[src/rtl/cpu_pkg.sv]
// Shared constants for the multi-cycle CPU control path: opcodes, FSM states,
// opcode classes and the PCSrc / RegDst / ALUOp code points.
package cpu_pkg;

   localparam logic [5:0] OP_ADD   = 6'b000000;
   localparam logic [5:0] OP_SUB   = 6'b000001;
   localparam logic [5:0] OP_ADDIU = 6'b000010;
   localparam logic [5:0] OP_AND   = 6'b010000;
   localparam logic [5:0] OP_ANDI  = 6'b010001;
   localparam logic [5:0] OP_ORI   = 6'b010010;
   localparam logic [5:0] OP_SLL   = 6'b011000;
   localparam logic [5:0] OP_SLT   = 6'b100110;
   localparam logic [5:0] OP_SLTI  = 6'b100111;
   localparam logic [5:0] OP_SW    = 6'b110000;
   localparam logic [5:0] OP_LW    = 6'b110001;
   localparam logic [5:0] OP_BEQ   = 6'b110100;
   localparam logic [5:0] OP_BNE   = 6'b110101;
   localparam logic [5:0] OP_BLTZ  = 6'b110110;
   localparam logic [5:0] OP_J     = 6'b111000;
   localparam logic [5:0] OP_JR    = 6'b111001;
   localparam logic [5:0] OP_JAL   = 6'b111010;
   localparam logic [5:0] OP_HALT  = 6'b111111;

   typedef enum logic [3:0] {
      S_IF     = 4'd0,
      S_ID     = 4'd1,
      S_EXE_AL = 4'd2,
      S_EXE_BR = 4'd3,
      S_EXE_LS = 4'd4,
      S_MEM    = 4'd5,
      S_WB_AL  = 4'd6,
      S_WB_LD  = 4'd7,
      S_HALT   = 4'd8
   } state_t;

   typedef enum logic [2:0] {
      C_ALU  = 3'd0,
      C_MEM  = 3'd1,
      C_BR   = 3'd2,
      C_JMP  = 3'd3,
      C_HALT = 3'd4
   } op_class_t;

   localparam logic [1:0] PC_NEXT   = 2'b00;
   localparam logic [1:0] PC_BRANCH = 2'b01;
   localparam logic [1:0] PC_JR     = 2'b10;
   localparam logic [1:0] PC_JUMP   = 2'b11;

   localparam logic [1:0] RD_RA = 2'b00;
   localparam logic [1:0] RD_RT = 2'b01;
   localparam logic [1:0] RD_RD = 2'b10;

   localparam logic [2:0] ALU_ADD = 3'b000;
   localparam logic [2:0] ALU_SUB = 3'b001;
   localparam logic [2:0] ALU_SLL = 3'b010;
   localparam logic [2:0] ALU_OR  = 3'b011;
   localparam logic [2:0] ALU_AND = 3'b100;
   localparam logic [2:0] ALU_SLT = 3'b101;

endpackage

[src/rtl/control_decode.sv]
// Purely combinational opcode decode: instruction class plus the static
// datapath selects held for the whole EXE/MEM/WB portion of an instruction.
module control_decode
   import cpu_pkg::*;
(
   input  logic [5:0] opcode,
   output op_class_t  op_class,
   output logic       is_load,
   output logic       is_jr,
   output logic       is_jal,
   output logic       alu_src_a,
   output logic       alu_src_b,
   output logic       ext_sel,
   output logic [2:0] alu_op,
   output logic [1:0] wb_reg_dst
);

   always_comb begin
      op_class   = C_HALT;
      alu_op     = ALU_ADD;
      wb_reg_dst = RD_RT;
      case (opcode)
         OP_ADD:   begin op_class = C_ALU; alu_op = ALU_ADD; wb_reg_dst = RD_RD; end
         OP_SUB:   begin op_class = C_ALU; alu_op = ALU_SUB; wb_reg_dst = RD_RD; end
         OP_AND:   begin op_class = C_ALU; alu_op = ALU_AND; wb_reg_dst = RD_RD; end
         OP_SLL:   begin op_class = C_ALU; alu_op = ALU_SLL; wb_reg_dst = RD_RD; end
         OP_SLT:   begin op_class = C_ALU; alu_op = ALU_SLT; wb_reg_dst = RD_RD; end
         OP_ADDIU: begin op_class = C_ALU; alu_op = ALU_ADD; end
         OP_ANDI:  begin op_class = C_ALU; alu_op = ALU_AND; end
         OP_ORI:   begin op_class = C_ALU; alu_op = ALU_OR;  end
         OP_SLTI:  begin op_class = C_ALU; alu_op = ALU_SLT; end
         OP_SW, OP_LW:             op_class = C_MEM;
         OP_BEQ, OP_BNE, OP_BLTZ:  op_class = C_BR;
         OP_J, OP_JR, OP_JAL:      op_class = C_JMP;
         default:                  op_class = C_HALT;
      endcase
   end

   assign is_load   = (opcode == OP_LW);
   assign is_jr     = (opcode == OP_JR);
   assign is_jal    = (opcode == OP_JAL);
   assign alu_src_a = (opcode == OP_SLL);
   assign alu_src_b = (opcode == OP_ADDIU) || (opcode == OP_ANDI) || (opcode == OP_ORI) ||
                      (opcode == OP_SLTI)  || (opcode == OP_LW)   || (opcode == OP_SW);
   assign ext_sel   = !((opcode == OP_ANDI) || (opcode == OP_ORI));

endmodule

[src/rtl/multi_cycle_control.sv]
// Multi-cycle control FSM: steps each instruction through IF/ID/EXE/MEM/WB and
// drives PC write/source plus datapath enables combinationally from the state.
module multi_cycle_control
   import cpu_pkg::*;
(
   input  logic       CLK,
   input  logic       RST,
   input  logic [5:0] opcode,
   input  logic       zero,
   input  logic       sign,
   output logic       PCWre,
   output logic [1:0] PCSrc,
   output logic       IRWre,
   output logic       RegWre,
   output logic [1:0] RegDst,
   output logic       WrRegDSrc,
   output logic       ALUSrcA,
   output logic       ALUSrcB,
   output logic       ExtSel,
   output logic [2:0] ALUOp,
   output logic       mRD,
   output logic       mWR,
   output logic       DBDataSrc
);

   state_t     state_reg, state_next;
   logic       start_reg;
   op_class_t  op_class;
   logic       is_load, is_jr, is_jal;
   logic       alu_src_a, alu_src_b, ext_sel;
   logic [2:0] alu_op;
   logic [1:0] wb_reg_dst;
   logic       use_static, br_taken;

   control_decode u_decode (
      .opcode     (opcode),
      .op_class   (op_class),
      .is_load    (is_load),
      .is_jr      (is_jr),
      .is_jal     (is_jal),
      .alu_src_a  (alu_src_a),
      .alu_src_b  (alu_src_b),
      .ext_sel    (ext_sel),
      .alu_op     (alu_op),
      .wb_reg_dst (wb_reg_dst)
   );

   // The first edge after reset release keeps the FSM in IF for one more cycle.
   always_ff @(posedge CLK or posedge RST) begin
      if (RST) begin
         state_reg <= S_IF;
         start_reg <= 1'b1;
      end else begin
         start_reg <= 1'b0;
         state_reg <= start_reg ? S_IF : state_next;
      end
   end

   assign use_static = (state_reg == S_EXE_AL) || (state_reg == S_EXE_BR) ||
                       (state_reg == S_EXE_LS) || (state_reg == S_MEM) ||
                       (state_reg == S_WB_AL)  || (state_reg == S_WB_LD);

   assign br_taken = ((opcode == OP_BEQ)  &&  zero) ||
                     ((opcode == OP_BNE)  && !zero) ||
                     ((opcode == OP_BLTZ) &&  sign);

   always_comb begin
      state_next = state_reg;
      PCWre      = 1'b0;
      PCSrc      = PC_NEXT;
      IRWre      = 1'b0;
      RegWre     = 1'b0;
      RegDst     = RD_RA;
      WrRegDSrc  = 1'b0;
      ALUSrcA    = 1'b0;
      ALUSrcB    = 1'b0;
      ExtSel     = 1'b0;
      ALUOp      = ALU_ADD;
      mRD        = 1'b0;
      mWR        = 1'b0;
      DBDataSrc  = 1'b0;

      if (use_static) begin
         ALUSrcA = alu_src_a;
         ALUSrcB = alu_src_b;
         ExtSel  = ext_sel;
         ALUOp   = alu_op;
      end

      case (state_reg)
         S_IF: begin
            IRWre      = 1'b1;
            state_next = S_ID;
         end
         S_ID: begin
            case (op_class)
               C_JMP: begin
                  PCWre      = 1'b1;
                  PCSrc      = is_jr ? PC_JR : PC_JUMP;
                  RegWre     = is_jal;
                  state_next = S_IF;
               end
               C_BR:    state_next = S_EXE_BR;
               C_MEM:   state_next = S_EXE_LS;
               C_ALU:   state_next = S_EXE_AL;
               default: state_next = S_HALT;
            endcase
         end
         S_EXE_AL: state_next = S_WB_AL;
         S_EXE_BR: begin
            PCWre      = 1'b1;
            ALUOp      = ALU_SUB;
            PCSrc      = br_taken ? PC_BRANCH : PC_NEXT;
            state_next = S_IF;
         end
         S_EXE_LS: state_next = S_MEM;
         S_MEM: begin
            if (is_load) begin
               mRD        = 1'b1;
               state_next = S_WB_LD;
            end else begin
               mWR        = 1'b1;
               PCWre      = 1'b1;
               state_next = S_IF;
            end
         end
         S_WB_AL, S_WB_LD: begin
            RegWre     = 1'b1;
            PCWre      = 1'b1;
            WrRegDSrc  = 1'b1;
            RegDst     = wb_reg_dst;
            DBDataSrc  = (state_reg == S_WB_LD);
            state_next = S_IF;
         end
         S_HALT:  state_next = S_HALT;
         default: state_next = S_IF;
      endcase

      // Reset silences every enable, including the IF-state IRWre.
      if (RST) begin
         PCWre     = 1'b0;
         PCSrc     = PC_NEXT;
         IRWre     = 1'b0;
         RegWre    = 1'b0;
         RegDst    = RD_RA;
         WrRegDSrc = 1'b0;
         ALUSrcA   = 1'b0;
         ALUSrcB   = 1'b0;
         ExtSel    = 1'b0;
         ALUOp     = ALU_ADD;
         mRD       = 1'b0;
         mWR       = 1'b0;
         DBDataSrc = 1'b0;
      end
   end

endmodule

[config.mk]
export PLATFORM = sky130hd
export DESIGN_NAME = multi_cycle_control
export DESIGN_NICKNAME = d
export VERILOG_FILES = /design/src/rtl/cpu_pkg.sv /design/src/rtl/control_decode.sv /design/src/rtl/multi_cycle_control.sv
export SDC_FILE = /design/constraint.sdc
export NUM_CORES = 1
export LEC_CHECK = 0
export ABC_AREA = 1
export CORE_MARGIN = 1
export CORE_UTILIZATION = 45
export CTS_CLUSTER_DIAMETER = 120
export DETAILED_ROUTE_END_ITERATION = 8
export PLACE_DENSITY = 0.8
export SETUP_SLACK_MARGIN = 0.4
export SYNTH_ARGS = -nofsm -noshare
export SYNTH_HDL_FRONTEND = slang
export SYNTH_SLANG_ARGS = --single-unit
[constraint.sdc]
create_clock -name CLK -period 1.9 [get_ports CLK]
set_input_delay 0.57 -clock CLK [delete_from_list [all_inputs] [get_ports CLK]]
set_output_delay 0.57 -clock CLK [all_outputs]
set_load 0.01 [all_outputs]
==> flow_summary.ini, run 1 <==
[run_status]
status = aborted with a tool error
stop_stage = clock tree synthesis (4_1_cts)
error = [ERROR DPL-0038] Utilization greater than 100%, impossible to legalize

[logic_synthesis]
avgSynthCellArea_um2 = 5.89
syn_nets = 143
synth-simple-area-share_pct = 57.5
ys_top_cells_by_area = dfrtp_1 (13%), nand2_1 (12%), inv_1 (10%), nor2_1 (10%), nor2_4 (10%)
synth_top_family_by_area = simple AND/OR/NAND/NOR gates
synth.top_cell.area_share_pct = 12.8
synth_area_leader_cell = dfrtp_1
synthMuxAreaShare_pct = 0
syn_area_um2 = 783
synth_cell_type_count = 22
synth-seq-cells = 5
synth_fa_ha_area_share_pct = 0
ys_seq_area_share_pct = 16.1
syn_inst = 133
synth-xor-area-share_pct = 0
ys_warn_count = 0
synth-compound-area-share_pct = 13.4

[placed_design]
dp_hpwl_mm = 2.39
finalWeightedCongestion = 0.945
numPortBuffers = 26

[floorplan]
rows = 14
start_util_pct = 50.2
io_pins = 27
die_h_um = 43.7
dieWidth_um = 43.7

[cts]
cts_buffers = 3
cts-root-buf = clkbuf_4
cts_max_path_buffers = 2
cts.sinks = 5
holdBufCountCts = 0
h-tree-depth = 1
cts_resized = 204
cts_setup_buffers = 35
[cells in the mapped netlist]
| library cell | instances |
|---|---|
| nand2_1 | 25 |
| inv_1 | 21 |
| nor2_1 | 21 |
| nand3_1 | 14 |
| nor2_4 | 7 |
| o21ai_0 | 6 |
| a21oi_1 | 5 |
| inv_2 | 5 |
| nand3_2 | 5 |
| dfrtp_1 | 4 |
| nand4_1 | 4 |
| a21oi_2 | 3 |
| nand2_2 | 2 |
| nor3_1 | 2 |
| o211ai_1 | 2 |
| and2_1 | 1 |
| and3_2 | 1 |
| and3_4 | 1 |
| conb_1 | 1 |
| dfstp_2 | 1 |
| nor2_2 | 1 |
| o21ai_2 | 1 |
[cells by family after synthesis]
family | after synthesis
flops | 5
buf+inv | 26
other cells | 1
simple gates | 84
compound gates | 17
[stage by stage]
stage               worst slack (ns)  area, µm²  instances  util [%]  setup TNS (ns)
floorplan                   -0.00637        858        133         -        -0.00637
global placement               -1.11       1420        213      91.3          -16.74
detailed placement             -1.17       1420        213      91.3          -17.73
==> inputs of run 2 (changes only) <==
--- a/config.mk
+++ b/config.mk
@@ -6,12 +6,10 @@
 export NUM_CORES = 1
 export LEC_CHECK = 0
 export ABC_AREA = 1
-export CORE_MARGIN = 1
-export CORE_UTILIZATION = 45
-export CTS_CLUSTER_DIAMETER = 120
+export CORE_AREA = 2 2 63 65
 export DETAILED_ROUTE_END_ITERATION = 8
-export PLACE_DENSITY = 0.8
-export SETUP_SLACK_MARGIN = 0.4
+export DIE_AREA = 0 0 65 67
+export PLACE_DENSITY_LB_ADDON = 0.15
 export SYNTH_ARGS = -nofsm -noshare
 export SYNTH_HDL_FRONTEND = slang
 export SYNTH_SLANG_ARGS = --single-unit
==> flow_summary.ini, run 2 <==
[finish]
largest_register_ff_count = 4
utilization_pct = 48.6
layout-drive-gt1-share_pct = 67.1
nNetsFinal = 227
syn2layout_area_growth_pct = 124
mostFrequentLayoutCell = buf_4
num-fill-cells = 337
layout_common_cells = buf_4 (39), nand2_1 (17), buf_2 (16)
antenna_cells = 0

[run]
drv_cap = 0

[global_routing]
grt_pass1_wl_mm = 4.89
gr-total-overflow = 0
antenna_found_initial = 0
grt_max_degree = 9
grt_use_total_pct = 14.2
grt_pass1_vias = 1103

[worst_setup_path]
worstSetupPathType = input pin to output port
cp_cell_sequence = buf_8 > nor2_4 > buf_6 > nand3_4 > nand2_2 > and3_4 > nand2_2 > a21oi_2 > buf_2
cp_slowest_cell = and3_4
critPathCaptureType = output port
cp-start-kind = input pin
critPathTopFamily = simple AND/OR/NAND/NOR gates
critPathRequiredTime_ns = 1.33
slowest_delay_ns = 0.20
cp.arrival_ns = 1.56
worst_path_most_repeated_cell = nand2_2
critical_path_buf_inv_count = 3
critPathMaxFanout = 3

[power]
leakage_nw = 0.853
ir_drop_mv = 0.288
p_per_area_mw_per_mm2 = 372
fin_total_pwr_mw = 0.651

[placed_design]
numPortBuffers = 26
dp_hpwl_mm = 2.25
pre_cts_slack_ns = -1.16
finalWeightedCongestion = 0.867

[sta]
tns_ns = -2.25
finalCritPeriodShare_pct = 112
period_minus_slack_ns = 2.13
max_clock_freq_mhz = 469
hold_viol_final = 0
rsz0062_at_grt = yes
fin_ws_ns = -0.233
drv_slew = 0
holdWs_ns = 0.454
finalSetupViolCount = 14
skew_ns = 0.00284

[logic_synthesis]
syn_nets = 143
async_flop_share_pct = 100
ys_seq_area_share_pct = 16.1
synthFlopType = dfrtp_1
ys_warn_count = 0
synth_most_common_cell = nand2_1
synth_area_leader_cell = dfrtp_1
synth_edf_count = 0
synth-seq-cells = 5
synthTopCellsByCount = nand2_1 (25), inv_1 (21), nor2_1 (21)
syn_area_um2 = 783
ys_top_cells_by_area = dfrtp_1 (13%), nand2_1 (12%), inv_1 (10%), nor2_1 (10%), nor2_4 (10%)
synth.top_cell.area_share_pct = 12.8
avgSynthCellArea_um2 = 5.89
syn_inst = 133
synth_cell_type_count = 22

[cts]
cts_buffers = 3
cts_max_path_buffers = 2
cts.sinks = 5
h-tree-depth = 1
clk_latency_ns = 0.22
cts-root-buf = clkbuf_8
clk_pin_slew_ns = 0.03
cts_tree = done
holdBufCountCts = 0

[hold_path]
hp-class = input pin to async pin

[floorplan]
design.core.area_mm2 = 0.00361
rows = 22
start_util_pct = 21.7
dieWidth_um = 65
die_h_um = 67
io_pins = 27
die-area_mm2 = 0.00436

[drt]
vias = 1170
wl_per_cell_um = 11.4
first_pass_iters = 4
ant_nets = 0
drc = 0
wl_mm = 3.01
first_iter_violations = 27
routed_via_density = 4.43

[run_status]
violations = setup timing
status = finished, violations left
-- run 2: cell counts after synthesis --
Identical to the previous run, type by type.
-- run 2: final timing paths --
check,startpoint,to,slack (ns),cells after the start
max,opcode[3],PCSrc[0],-0.23,9
min,RST,state_reg[1]$_DFF_PP0_,0.45,3
max reg2reg,state_reg[3]$_DFF_PP0_,state_reg[1]$_DFF_PP0_,0.59,8
min reg2reg,start_reg$_DFF_PP1_,state_reg[1]$_DFF_PP0_,0.51,1
max in group asynchronous,RST,start_reg$_DFF_PP1_,1.24,3
min in group CLK,start_reg$_DFF_PP1_,state_reg[1]$_DFF_PP0_,0.51,1
-- run 2: per-layer routing --
| layer | up-vias | GRT usage (%) | share of wire [%] |
|---|---|---|---|
| met3 | 4 | 3.55 | 5.2 |
| met2 | 30 | 25.4 | 48 |
| met1 | 542 | 17.4 | 45 |
| met5 | - | 0 | 0 |
| li1 | 594 | - | - |
| met4 | 0 | 1.86 | 1.3 |
-- run 2: worst reg2reg max path, cell delays in order (launching register included) --
cell	delay, ns
dfrtp_2	0.44
inv_1	0.09
nand3_1	0.08
nor2_2	0.14
buf_4	0.13
inv_1	0.05
nor2_1	0.10
nand2_1	0.07
a21oi_2	0.12
-- run 2: area by class of cell --
type	count	area (µm²)	area share, %
well taps	48	60.1	3.43
inverters	26	108	6.14
multi-input cells	102	732	41.8
flip-flops and latches	5	129	7.36
clock buffers	4	45.0	2.57
repair buffers	79	678	38.7
-- run 2: cell families (layout without fill, tap and decap cells) --
kind of cell           Yosys count  count (layout)  synth area share [%]
other                            1               1                 0.479
buffers and inverters           26             109                  12.5
flip-flops                       5               5                  16.1
AO/OA/AOI/OAI                   17              17                  13.4
AND/OR/NAND/NOR                 84              84                  57.5
-- run 2: stage by stage --
stage	instances	instance area, µm²
finish	264	1750
global route	264	1750
CTS	258	1620
detailed placement	244	1390
global placement	244	1390
floorplan	133	783
-- run 2: where the power goes --
part / switching [mW] / total [mW] / internal, mW
logic: 0.163 / 0.327 / 0.164
clock network: 0.0471 / 0.191 / 0.144
registers: 0.0139 / 0.133 / 0.119
-- run 2: timing repair --
action,4_1_cts,5_1_grt
pin swaps,24,13
gates resized for setup,156,26
buffers inserted,10,7
endpoints found under the setup margin,19,17
Power figures use the tool's default switching activity.
